<file path="src/rtl/nmi_dma_pkg.sv">
// nmi_dma_pkg: shared FSM states, register offsets and byte-strobe merge helper
package nmi_dma_pkg;
  typedef enum logic [1:0] {IDLE, RD, WR, DONE} state_e;
  localparam logic [7:0] OFF_CTRL = 8'h00;
  localparam logic [7:0] OFF_STAT = 8'h04;
  localparam logic [7:0] OFF_SRC  = 8'h08;
  localparam logic [7:0] OFF_DST  = 8'h0C;
  localparam logic [7:0] OFF_LEN  = 8'h10;
  function automatic logic [31:0] strb_merge(input logic [31:0] old, input logic [31:0] wd, input logic [3:0] strb);
    logic [31:0] r;
    for (int i = 0; i < 4; i++) r[8*i +: 8] = strb[i] ? wd[8*i +: 8] : old[8*i +: 8];
    return r;
  endfunction
endpackage

</file>
<file path="src/rtl/nmi_if.sv">
// nmi_if: valid/ready NMI bus, a beat is a write when wstrb is non-zero
interface nmi_if #(parameter int ADDR_WIDTH = 32) ();
  logic                  valid;
  logic                  ready;
  logic [ADDR_WIDTH-1:0] addr;
  logic [31:0]           wdata;
  logic [3:0]            wstrb;
  logic [31:0]           rdata;
  modport master (output valid, addr, wdata, wstrb, input ready, rdata);
  modport slave  (input valid, addr, wdata, wstrb, output ready, rdata);
endinterface

</file>
<file path="src/rtl/dffr.sv">
// dffr: register cell with asynchronous active-low reset to zero
module dffr #(
  parameter int W = 1
) (
  input  logic         clk,
  input  logic         rst_n,
  input  logic [W-1:0] d,
  output logic [W-1:0] q
);
  always_ff @(posedge clk or negedge rst_n)
    if (!rst_n) q <= '0;
    else q <= d;
endmodule

</file>
<file path="src/rtl/nmi_dma.sv">
// nmi_dma: single-channel word copy engine with an NMI register port and completion IRQ
module nmi_dma import nmi_dma_pkg::*; #(
  parameter int ADDR_WIDTH = 32,
  parameter int LEN_WIDTH  = 16
) (
  input  logic  clk_i,
  input  logic  rst_n_i,
  nmi_if.slave  cfg,
  nmi_if.master mst,
  output logic  irq_o
);
  state_e                state;
  logic [ADDR_WIDTH-1:0] src_cfg, dst_cfg, src_w, dst_w, maddr_q;
  logic [LEN_WIDTH-1:0]  len_cfg, cnt;
  logic [31:0]           wdata_q, rdata_q, rd_val, wm_src, wm_dst, wm_len;
  logic [3:0]            wstrb_q;
  logic [7:0]            off;
  logic irq_en, done_q, abort_q, mvalid_q, ready_q, irq_q;
  logic cfg_wr, ctrl_wr, start, abort_req, busy, mst_hs, done_d, irq_en_d;
  logic unused_bits;
  assign off       = cfg.addr[7:0];
  assign cfg_wr    = cfg.valid && ready_q && |cfg.wstrb;
  assign ctrl_wr   = cfg_wr && off == OFF_CTRL && cfg.wstrb[0];
  assign start     = ctrl_wr && cfg.wdata[0];
  assign abort_req = ctrl_wr && cfg.wdata[2];
  assign busy      = state == RD || state == WR;
  assign mst_hs    = mvalid_q && mst.ready;
  assign irq_en_d  = ctrl_wr ? cfg.wdata[1] : irq_en;
  // completion set wins over a same-cycle write-1-to-clear
  assign done_d    = state == DONE || (done_q && !(cfg_wr && off == OFF_STAT && cfg.wstrb[0] && cfg.wdata[1]));
  assign wm_src    = strb_merge(32'(src_cfg), cfg.wdata, cfg.wstrb);
  assign wm_dst    = strb_merge(32'(dst_cfg), cfg.wdata, cfg.wstrb);
  assign wm_len    = strb_merge(32'(len_cfg), cfg.wdata, cfg.wstrb);
  assign rd_val    = off == OFF_CTRL ? {30'b0, irq_en, 1'b0} :
                     off == OFF_STAT ? {30'b0, done_q, busy} :
                     off == OFF_SRC  ? 32'(src_cfg) :
                     off == OFF_DST  ? 32'(dst_cfg) :
                     off == OFF_LEN  ? 32'(len_cfg) : '0;
  assign unused_bits = ^{cfg.addr, wm_src[1:0], wm_dst[1:0], wm_len};
  assign cfg.ready = ready_q;
  assign cfg.rdata = rdata_q;
  assign mst.valid = mvalid_q;
  assign mst.addr  = maddr_q;
  assign mst.wdata = wdata_q;
  assign mst.wstrb = wstrb_q;
  assign irq_o     = irq_q;

  dffr #(.W(1)) u_ready (.clk(clk_i), .rst_n(rst_n_i), .d(cfg.valid && !ready_q), .q(ready_q));

  always_ff @(posedge clk_i or negedge rst_n_i)
    if (!rst_n_i) begin
      src_cfg <= '0;
      dst_cfg <= '0;
      len_cfg <= '0;
      irq_en  <= 1'b0;
      done_q  <= 1'b0;
      irq_q   <= 1'b0;
      rdata_q <= '0;
    end else begin
      rdata_q <= (cfg.valid && !ready_q) ? rd_val : '0;
      irq_en  <= irq_en_d;
      done_q  <= done_d;
      irq_q   <= done_d && irq_en_d;
      if (cfg_wr && !busy && off == OFF_SRC) src_cfg <= {wm_src[ADDR_WIDTH-1:2], 2'b00};
      if (cfg_wr && !busy && off == OFF_DST) dst_cfg <= {wm_dst[ADDR_WIDTH-1:2], 2'b00};
      if (cfg_wr && !busy && off == OFF_LEN) len_cfg <= wm_len[LEN_WIDTH-1:0];
    end

  always_ff @(posedge clk_i or negedge rst_n_i)
    if (!rst_n_i) begin
      state    <= IDLE;
      src_w    <= '0;
      dst_w    <= '0;
      cnt      <= '0;
      maddr_q  <= '0;
      wdata_q  <= '0;
      wstrb_q  <= '0;
      mvalid_q <= 1'b0;
      abort_q  <= 1'b0;
    end else begin
      case (state)
        IDLE: if (start) begin
          src_w    <= src_cfg;
          dst_w    <= dst_cfg;
          cnt      <= len_cfg;
          abort_q  <= 1'b0;
          maddr_q  <= src_cfg;
          wstrb_q  <= '0;
          mvalid_q <= |len_cfg;
          state    <= |len_cfg ? RD : DONE;
        end
        RD: begin
          abort_q <= abort_q || abort_req;
          if (mst_hs && abort_q) begin
            mvalid_q <= 1'b0;
            state    <= DONE;
          end else if (mst_hs) begin
            maddr_q <= dst_w;
            wdata_q <= mst.rdata;
            wstrb_q <= 4'hF;
            state   <= WR;
          end
        end
        WR: begin
          abort_q <= abort_q || abort_req;
          if (mst_hs) begin
            src_w    <= src_w + ADDR_WIDTH'(4);
            dst_w    <= dst_w + ADDR_WIDTH'(4);
            cnt      <= cnt - LEN_WIDTH'(1);
            maddr_q  <= src_w + ADDR_WIDTH'(4);
            wstrb_q  <= '0;
            mvalid_q <= !(cnt == LEN_WIDTH'(1) || abort_q);
            state    <= (cnt == LEN_WIDTH'(1) || abort_q) ? DONE : RD;
          end
        end
        default: state <= IDLE;
      endcase
    end
endmodule

</file>
<file path="src/flat_wrapper.sv">
// flat-port wrapper written by rule: the top's interface ports become plain ports
module nmi_dma_flat import nmi_dma_pkg::*;
#(
  parameter int ADDR_WIDTH = 32,
  parameter int LEN_WIDTH  = 16
)
  (clk_i, rst_n_i, irq_o, cfg_valid, cfg_addr, cfg_wdata, cfg_wstrb, cfg_ready, cfg_rdata, mst_valid, mst_addr, mst_wdata, mst_wstrb, mst_ready, mst_rdata);
  nmi_if #(.ADDR_WIDTH(ADDR_WIDTH)) cfg_i ();
  nmi_if #(.ADDR_WIDTH(ADDR_WIDTH)) mst_i ();
  input  logic clk_i;
  input  logic rst_n_i;
  output logic irq_o;
  input wire logic [$bits(cfg_i.valid)-1:0] cfg_valid;
  input wire logic [$bits(cfg_i.addr)-1:0] cfg_addr;
  input wire logic [$bits(cfg_i.wdata)-1:0] cfg_wdata;
  input wire logic [$bits(cfg_i.wstrb)-1:0] cfg_wstrb;
  output wire logic [$bits(cfg_i.ready)-1:0] cfg_ready;
  output wire logic [$bits(cfg_i.rdata)-1:0] cfg_rdata;
  output wire logic [$bits(mst_i.valid)-1:0] mst_valid;
  output wire logic [$bits(mst_i.addr)-1:0] mst_addr;
  output wire logic [$bits(mst_i.wdata)-1:0] mst_wdata;
  output wire logic [$bits(mst_i.wstrb)-1:0] mst_wstrb;
  input wire logic [$bits(mst_i.ready)-1:0] mst_ready;
  input wire logic [$bits(mst_i.rdata)-1:0] mst_rdata;
  assign cfg_i.valid = cfg_valid;
  assign cfg_i.addr = cfg_addr;
  assign cfg_i.wdata = cfg_wdata;
  assign cfg_i.wstrb = cfg_wstrb;
  assign cfg_ready = cfg_i.ready;
  assign cfg_rdata = cfg_i.rdata;
  assign mst_valid = mst_i.valid;
  assign mst_addr = mst_i.addr;
  assign mst_wdata = mst_i.wdata;
  assign mst_wstrb = mst_i.wstrb;
  assign mst_i.ready = mst_ready;
  assign mst_i.rdata = mst_rdata;
  nmi_dma #(.ADDR_WIDTH(ADDR_WIDTH), .LEN_WIDTH(LEN_WIDTH)) u_core (.clk_i(clk_i), .rst_n_i(rst_n_i), .cfg(cfg_i), .mst(mst_i), .irq_o(irq_o));
endmodule
</file>
<file path="config.mk">
export PLATFORM = sky130hd
export DESIGN_NAME = nmi_dma_flat
export DESIGN_NICKNAME = d
export VERILOG_FILES = /design/src/rtl/nmi_dma_pkg.sv /design/src/rtl/nmi_if.sv /design/src/rtl/dffr.sv /design/src/rtl/nmi_dma.sv /design/src/flat_wrapper.sv
export SDC_FILE = /design/constraint.sdc
export NUM_CORES = 1
export LEC_CHECK = 0
export BUFFER_PORTS_ARGS = -buffer_cell sky130_fd_sc_hd__buf_2
export CORE_AREA = 4 4 144 201
export CTS_CLUSTER_SIZE = 28
export DETAILED_ROUTE_END_ITERATION = 7
export DIE_AREA = 0 0 148 205
export HOLD_SLACK_MARGIN = 0.05
export PLACE_DENSITY = 0.79
export SKIP_CTS_REPAIR_TIMING = 1
export SLEW_MARGIN = 20
export SYNTH_ARGS = -nofsm -noshare
export SYNTH_HDL_FRONTEND = slang
export SYNTH_SLANG_ARGS = --single-unit
export TNS_END_PERCENT = 30
</file>
<file path="constraint.sdc">
create_clock -name clk_i -period 3.32 [get_ports clk_i]
set_input_delay 0.166 -clock clk_i [delete_from_list [all_inputs] [get_ports clk_i]]
set_output_delay 0.166 -clock clk_i [all_outputs]
set_load 0.01 [all_outputs]
</file>
* After elaboration in Yosys (flattened, before gate mapping) *
Cells that the tools add are included.

cells by class
  eq/ne operators = 14
  add/subtract/negate cells = 3
  reductions and logical operators = 50
  multiplexer cells = 37
  bitwise logic cells = 1

operators by type and width
  operator                                               number
  2-to-1 mux 32 bit                                      11
  one-hot mux 32 bit (2 select lines)                    2
  one-hot mux 32 bit (3 select lines)                    1
  adder 32 x 3 -> 32 bit (second input constant)         2
  2-to-1 mux 16 bit                                      3
  one-hot mux 16 bit (2 select lines)                    1
  AND reduction 2 bit                                    11
  logical AND 1 bit                                      18
  equality test 16 x 1 -> 1 bit (second input constant)  1
  equality test 8 x 4 -> 1 bit (second input constant)   2
  2-to-1 mux 4 bit                                       4
  OR reduction 16 bit                                    1
  subtractor 16 x 1 -> 16 bit (second input constant)    1
  2-to-1 mux 2 bit                                       6
  one-hot mux 4 bit (3 select lines)                     1
  AND reduction 3 bit                                    3
  equality test 8 x 3 -> 1 bit (second input constant)   1
  equality test 8 x 5 -> 1 bit (second input constant)   1
  zero test 8 bit                                        1
  != test 2 x 1 -> 1 bit (second input constant)         3
  one-hot mux 2 bit (3 select lines)                     1
  2-to-1 mux 1 bit                                       5
  AND reduction 5 bit                                    1
  equality test 2 bit (second input constant)            2
  14 further kinds                                       22

word-level totals
  flip-flop bits (word level) = 264
  bits of input ports = 104
  output and inout port bits = 103
  logic and storage cells = 129

* Longest topological paths before layout *
Gate-level depths: netlist (run 1).

  word-level depth = 9
  gate-level depth with buffers = 10
  depth with buffers taken out = 7

* By module *
From an unflattened synthesis (run 1), not the netlist that was laid out.

unflattened totals
  cells, all modules = 1221
  area total of the unflattened synthesis = 12652.1 µm²

modules (own cells, without submodules)
  module   area an instance (µm²)  cells each  instances
  nmi_dma  12627.1                 1220        1
  dffr     25.0                    1           1

* Least setup slack after synthesis (run 1) *
No wires, ideal clock.

  path type = register to register
  start point = register u_core.state[0]
  end point = register u_core.dst_w[13]
  cell stages (with the launch flop) = 10
  data required time = 3.226 ns
  slack = 1.084 ns
  arrival = 2.142 ns
  cell sequence = dfrtp_1 > inv_1 > ha_1 > clkbuf_1 > nand2b_1 > a21boi_1 > clkbuf_1 > clkbuf_1 > a21oi_1 > a211oi_1

between the ends
  cells in the longest elaborated chain, start to end = 3

RTL lines
  element                                                                        line            RTL
  start, declared                                                                nmi_dma.sv:12   state_e state;
  start signal, assigned                                                         nmi_dma.sv:90   state <= |len_cfg ? RD : DONE;
  start signal, assigned                                                         nmi_dma.sv:113  state <= (cnt == LEN_WIDTH'(1) || abort_q) ? DONE : RD;
  equality test 2 bit / zero test 2 bit (equally long branches)                  nmi_dma.sv:81   case (state)
  != test 2 x 1 -> 1 bit (no line) / nonzero test 2 bit (equally long branches)  --
  AND reduction 3 bit (no line)                                                  --
  end signal, assigned                                                           nmi_dma.sv:84   dst_w <= dst_cfg;
  end signal, assigned                                                           nmi_dma.sv:108  dst_w <= dst_w + ADDR_WIDTH'(4);
  end, declared                                                                  nmi_dma.sv:13   logic [ADDR_WIDTH-1:0] src_cfg, dst_cfg, src_w, dst_w, maddr_q;

Parallel ways exist; a longest one is shown, timed or not.
A chain may end at the register's enable or synchronous reset.

* Worst setup path after layout (run 1) *
  start point = register u_core.src_w[2]
  end point = register u_core.maddr_q[24], in the netlist u_core.mst.addr[24]

between the ends
  cells in the longest elaborated chain, start to end = 3

RTL lines
  element                              line            RTL
  start, declared                      nmi_dma.sv:13
  start signal, assigned               nmi_dma.sv:83   src_w <= src_cfg;
  start signal, assigned               nmi_dma.sv:107  src_w <= src_w + ADDR_WIDTH'(4);
  adder 32 x 3 -> 32 bit               nmi_dma.sv:110  maddr_q <= src_w + ADDR_WIDTH'(4);
  2-to-1 mux 32 bit                    nmi_dma.sv:106  if (mst_hs) begin
  one-hot mux 32 bit (3 select lines)  nmi_dma.sv:81
  end signal, assigned                 nmi_dma.sv:87   maddr_q <= src_cfg;
  end signal, assigned                 nmi_dma.sv:98   maddr_q <= dst_w;
  end signal, assigned                 nmi_dma.sv:110
  end, declared                        nmi_dma.sv:13

No other way between the ends. The select of a mux whose other input is x is not followed.

==> run summary, run 1 <==
Crit path max fanout = 13
Initial antenna violation count = 0
Post-synthesis cell count = 1344
Min-delay worst type = input port to flop
Die area = 0.03034 mm2
DRT Wirelength = 42700 um
# rows = 71
Fin. Hold Viols = 0
Clk_lat worst skew = 560 ps
Area Overhead vs Synth = 21.39%
Setup violations, final = 0
Overflow after GRT = 0
CP bufs+invs = 0
Status = finished clean
Worst path top cell family by delay = simple AND/OR/NAND/NOR gates
Final min period = 2820 ps
Die Ht = 205 um
ANT nets after route = 0
Number of synthesized flops with an enable pin = 0
Root Driver = clkbuf_16
Ant diodes = 0
First-pass GRT wire length = 65270 um
Max_slew headroom = 0.2626
Slowest cell on crit path = or4_1
CP required = 3780 ps
Seq/Total Area, Yosys = 0.4780
Max-cap check violation count = 0
Mean routed wirelength per cell = 22.06 um
Routability cong. = 0.9674
P per Cell Area = 774.4 mW/mm2
CP arrival = 3280 ps
Share of layout cells above drive strength 1 = 0.2635
Worst Setup End Kind = flop
Bufs on Longest Clock Path = 3
Setup TNS = 0 ps
Cell Count, Final, Fillers Out = 1936
FFs w/ async S/R, synth = 1.000
Netlist cell types = 74
Crit-path max cell delay = 840 ps
Initial DRT Pass Iterations = 5
Util after Layout = 0.6024
Num CTS Buffers = 26
RSZ-0062 raised after global routing = false
Worst-path clk slew = 70 ps
Syn avg cell area = 9.971 um2
Synthesis-stage register bit count = 256
Pin count of the biggest net entering global routing = 119
Worst Max-Slew Pin Slew = 1105 ps
CTS Sinks = 256
H-tree depth = 1
Via Count = 12150
Commonest non-fill, non-tap cell in the layout = dfrtp_1
Fin. max-slew vios = 0
Initial Utilization = 0.4962
GRT Overall Usage = 0.2679
Die X = 148 um
Dpl cells = 1823
Synth Warn # = 0
Mapped Area = 0.01340 mm2
Layout Skew = 35.81 ps
Commonest non-fill, non-tap cells in the layout = 256 x dfrtp_1, 181 x buf_2, 137 x nand2_1, 122 x mux2_2, 97 x nor2_1
Final net count = 1664
Port buffer count = 182
CP Class = flop to flop
Number of vias per cell = 6.276
FMAX = 354.7 MHz
Vias in the first global route = 12014
Post-Syn Nets = 1456
Core area = 0.02701 mm2
DRT iter0 DRCs = 1163
Peak supply drop = 0.7050 mV
Post-DP HPWL = 29100 um
CTS tree = built
# IOs = 207
Hold WS = 8.423 ps
Ys flop type = dfrtp_1
Worst Setup Start Kind = flop
Static leakage = 0.007411 uW
CP Cell Sequence = ha_1, nand3_1, or4_1, nor4_1, o21ai_0, a31oi_1
Final critical-path share of the clock period = 0.8493
DRC Markers = 0
-- worst reg2reg max path: stages, from the launching register on --
cell and delay (ps):
dfrtp_1 460, ha_1 300, nand3_1 280, or4_1 840
nor4_1 430, o21ai_0 180, a31oi_1 240
-- cell usage after synthesis, types with 22 or more instances --
master	n	share of area
nor2_1	97	0.027
nand2_1	137	0.038
mux2_2	122	0.10
inv_1	22	0.0062
a21oi_1	37	0.014
dfrtp_1	256	0.48
nor4_1	28	0.013
mux2i_1	33	0.025
o31ai_1	26	0.015
nor3_1	39	0.015
a31oi_1	40	0.019
clkbuf_1	76	0.021
nand3_1	37	0.014
nand4_1	26	0.012
o21ai_0	65	0.024
-- layer usage --
layer | vias to the layer above | wire, um | GRT usage
met5 | - | 0 | 0
met4 | 0 | 3099 | 0.1684
met3 | 162 | 2873 | 0.03784
met1 | 5964 | 14890 | 0.3047
li1 | 5401 | - | -
met2 | 623 | 21830 | 0.4717
-- report_power, final --
group / switching, uW / internal (uW) / leakage, uW / total, uW
clock: 1300 / 1800 / 0.000435 / 3110
sequential: 684 / 3780 / 0.00336 / 4460
combinational: 3080 / 1950 / 0.00361 / 5030
total: 5070 / 7530 / 0.00741 / 12600
-- path summary, 6_finish.rpt --
kind	from	end	slack, ps	cells after the start
setup / recovery	u_core.src_w[2]$_DFFE_PN0P_	u_core.mst.addr[24]$_DFFE_PN0P_	500	6
hold / removal	cfg_addr[4]	u_core.cfg.rdata[1]$_DFF_PN0_	8	4
setup reg to reg	u_core.src_w[2]$_DFFE_PN0P_	u_core.mst.addr[24]$_DFFE_PN0P_	500	6
hold reg to reg	u_core.mst.addr[5]$_DFFE_PN0P_	u_core.mst.addr[5]$_DFFE_PN0P_	470	1
max in group asynchronous	rst_n_i	u_core.len_cfg[13]$_DFFE_PN0P_	2090	3
min in group asynchronous	rst_n_i	u_core.src_w[28]$_DFFE_PN0P_	300	2
-- cell families after synthesis --
family / count (synthesis) / share of synthesized area
buf+inv: 127 / 0.03837
compound gates: 315 / 0.1634
flops: 256 / 0.4780
simple gates: 467 / 0.1748
mux: 157 / 0.1288
xor+xnor: 14 / 0.009149
fa+ha+maj: 8 / 0.007469
-- registers in the layout (all words and copies together), names as in the netlist --
register	count
u_core.dst_w	30
u_core.len_cfg	16
u_core.state	2
u_core.u_ready.q	1
u_core.mst.addr	31
u_core.dst_cfg	30
u_core.mst.valid	1
u_core.cnt	16
u_core.abort_q	1
u_core.done_q	1
u_core.irq_o	1
u_core.cfg.rdata	32
u_core.src_w	30
u_core.irq_en	1
u_core.src_cfg	30
u_core.mst.wstrb	1
u_core.mst.wdata	32
-- cell type report --
| type | instances | area, um2 |
|---|---|---|
| fill | 2294 | 10740 |
| multi-input combinational | 961 | 6535 |
| inverter | 22 | 82.58 |
| clock inverter | 10 | 161.4 |
| sequential | 256 | 6406 |
| clock buffer | 37 | 742.0 |
| timing repair buffer | 285 | 1884 |
| tap | 365 | 456.7 |
-- stage by stage --
stage / power, uW / area, um2 / setup slack [ps]
4_1_cts: 12470 / 15610 / 634.7
5_1_grt: 13320 / 16270 / 475.9
3_5_place_dp: 9363 / 14700 / 553.6
2_1_floorplan: 7710 / 13400 / 1085
6_report: 12600 / 16270 / 500.3
3_3_place_gp: 9209 / 14700 / 571.2
Power figures use the tool's default switching activity.
==> run 2: changes to the inputs <==
--- a/config.mk
+++ b/config.mk
@@ -11,7 +11,7 @@
 export DETAILED_ROUTE_END_ITERATION = 7
 export DIE_AREA = 0 0 148 205
 export HOLD_SLACK_MARGIN = 0.05
-export PLACE_DENSITY = 0.79
+export PLACE_DENSITY = 0.82
 export SKIP_CTS_REPAIR_TIMING = 1
 export SLEW_MARGIN = 20
 export SYNTH_ARGS = -nofsm -noshare
==> constraint.sdc (replaced) <==
create_clock -name clk_i -period 2.3 [get_ports clk_i]
set_input_delay 0.115 -clock clk_i [delete_from_list [all_inputs] [get_ports clk_i]]
set_output_delay 0.115 -clock clk_i [all_outputs]
set_load 0.01 [all_outputs]
==> run summary, run 2 (synthesis results as in run 1) <==
ANT nets after route = 0 (unchanged)
CP Class = flop to flop
R2R Setup Slk = 50 ps (-450 ps)
Worst Setup End Kind = flop
Worst Max-Slew Pin Slew = 658.6 ps (-446.3 ps)
First-pass GRT wire length = 66690 um (+2.2%)
P per Cell Area = 1118 mW/mm2 (+44%)
Fin. max-slew vios = 0 (unchanged)
Layout Cell Area excl Fill = 0.01702 mm2 (+4.6%)
Pin count of the biggest net entering global routing = 98 (-18%)
Commonest non-fill, non-tap cells in the layout = 255 x dfrtp_1, 181 x buf_2, 135 x nand2_1, 122 x mux2_2, 96 x nor2_1
DRT iter0 DRCs = 1465 (+26%)
Initial Utilization = 0.4962 (unchanged)
Power consumption = 19020 uW (+51%)
FMAX = 444.1 MHz (+25%)
CTS Sinks = 256 (unchanged)
Ant diodes = 0 (unchanged)
Worst Setup Start Kind = flop
Layout Skew = 38.19 ps (+2.379 ps)
Port buffer count = 182 (unchanged)
Mean routed wirelength per cell = 22.20 um (+0.68%)
Met2 Usage GRT = 0.4715 (about the same)
Crit path max fanout = 53 (+40)
Die Ht = 205 um (unchanged)
Dpl ws = -35.70 ps (-589.3 ps)
Commonest non-fill, non-tap cell in the layout = dfrtp_1
Routability cong. = 1.017 (+5.1%)
Final min period = 2252 ps (-568.1 ps)
# IOs = 207 (unchanged)
Core area = 0.02701 mm2 (unchanged)
DRT Wirelength = 44570 um (+4.4%)
Min-delay src = cfg_wstrb[1]
Initial DRT Pass Iterations = 5 (unchanged)
Root Driver = clkbuf_16
Number of vias per cell = 6.275 (about the same)
Peak supply drop = 0.7865 mV (+12%)
Die area = 0.03034 mm2 (unchanged)
Final net count = 1736 (+4.3%)
Num CTS Buffers = 26 (unchanged)
DRC Markers = 0 (unchanged)
Setup violations, final = 0 (unchanged)
Bufs on Longest Clock Path = 3 (unchanged)
CP arrival = 2700 ps (-580 ps)
Vias in the first global route = 12273 (+2.2%)
Multi-input logic area = 0.006581 mm2 (+0.71%)
Clk_lat worst skew = 570 ps (about the same)
Overflow after GRT = 0 (unchanged)
Area Overhead vs Synth = 26.97%
Final critical-path share of the clock period = 0.9790 (+0.1297)
Fillcell total = 2141 (-6.7%)
Min-delay worst type = input port to flop
Fin. Hold Viols = 0 (unchanged)
H-tree depth = 1 (unchanged)
# rows = 71 (unchanged)
Post-DP HPWL = 30560 um (+5.0%)
Static leakage = 0.007825 uW (+5.6%)
GRT Overall Usage = 0.2739 (+0.006017)
CTS tree = built
Top Usage Layer GRT = met2
Die X = 148 um (unchanged)
Status = finished clean
Share of layout cells above drive strength 1 = 0.3027 (+0.03915)
CP required = 2750 ps (-1030 ps)
Met3 GRT Util = 0.03961 (+0.001770)
Initial antenna violation count = 0 (unchanged)
CP startpoint = u_core.state[1]$_DFFE_PN0P_
Max_slew headroom = 0.5569 (+0.2943)
Via Count = 12594 (+3.7%)
Max-cap check violation count = 0 (unchanged)
Register area = 0.006407 mm2 (about the same)
Util after Layout = 0.6301 (+0.02770)
Worst-path clk slew = 60 ps (about the same)
Placed inst area = 0.01540 mm2 (+4.8%)
Met1 usage in global routing = 0.3152 (+0.01054)
Final worst setup slack = 48.40 ps (-451.9 ps)
R2R Path Start = u_core.state[1]$_DFFE_PN0P_
==> run 2: cell count changes in the layout (fill, tap and decap cells not counted), sizes merged <==
cell / delta
clkinv: +1
clkinvlp: -1
buf: +71
inv: -1
dlygate4sd3: +1
==> run 2: layout make-up <==
type,count,share of cell area
clock inverter,9,0.007868
tap,365,0.02684
multi-input combinational,961,0.3868
inverter,22,0.004853
clock buffer,37,0.04419
sequential,256,0.3765
timing repair buffer,357,0.1529
==> run 2: path summary, 6_finish.rpt <==
check / end / cells past startpoint
hold / removal: u_core.dst_cfg[14]$_DFFE_PN0P_ / 4
hold reg to reg: u_core.mst.addr[7]$_DFFE_PN0P_ / 2
setup reg to reg: u_core.len_cfg[4]$_DFFE_PN0P_ / 7
max in group asynchronous: u_core.mst.wdata[23]$_DFFE_PN0P_ / 3
setup / recovery: u_core.len_cfg[4]$_DFFE_PN0P_ / 7
min in group asynchronous: u_core.mst.wdata[8]$_DFFE_PN0P_ / 2
==> run 2: through the flow <==
step | hold WS, ps | instances | TNS (ps)
2_1_floorplan | -180.6 | 1344 | 0
3_5_place_dp | 141.0 | 1894 | -42.71
4_1_cts | -433.4 | 1940 | -27.72
3_3_place_gp | 125.9 | 1894 | 0
6_report | 106.1 | 2007 | 0
5_1_grt | 126.1 | 2007 | -336.9
==> run 2: where the power goes <==
group	internal, uW	total [uW]	switching, uW
Sequential	5460	6320	865
Clock	2610	4440	1840
Combinational	3400	8250	4850
==> run 2: per-layer routing <==
| metal | vias up | routed length (um) |
|---|---|---|
| met5 | - | 0 |
| met4 | 0 | 3687 |
| met3 | 224 | 3400 |
| met2 | 746 | 22140 |
| met1 | 6092 | 15340 |
| li1 | 5532 | - |
==> run 2: critical path, stage by stage, from the launching register on <==
cell	delay, ps
dfrtp_1	450
inv_1	100
ha_2	370
buf_4	200
buf_12	250
nor2_1	120
nand2_2	240
mux2_2	380
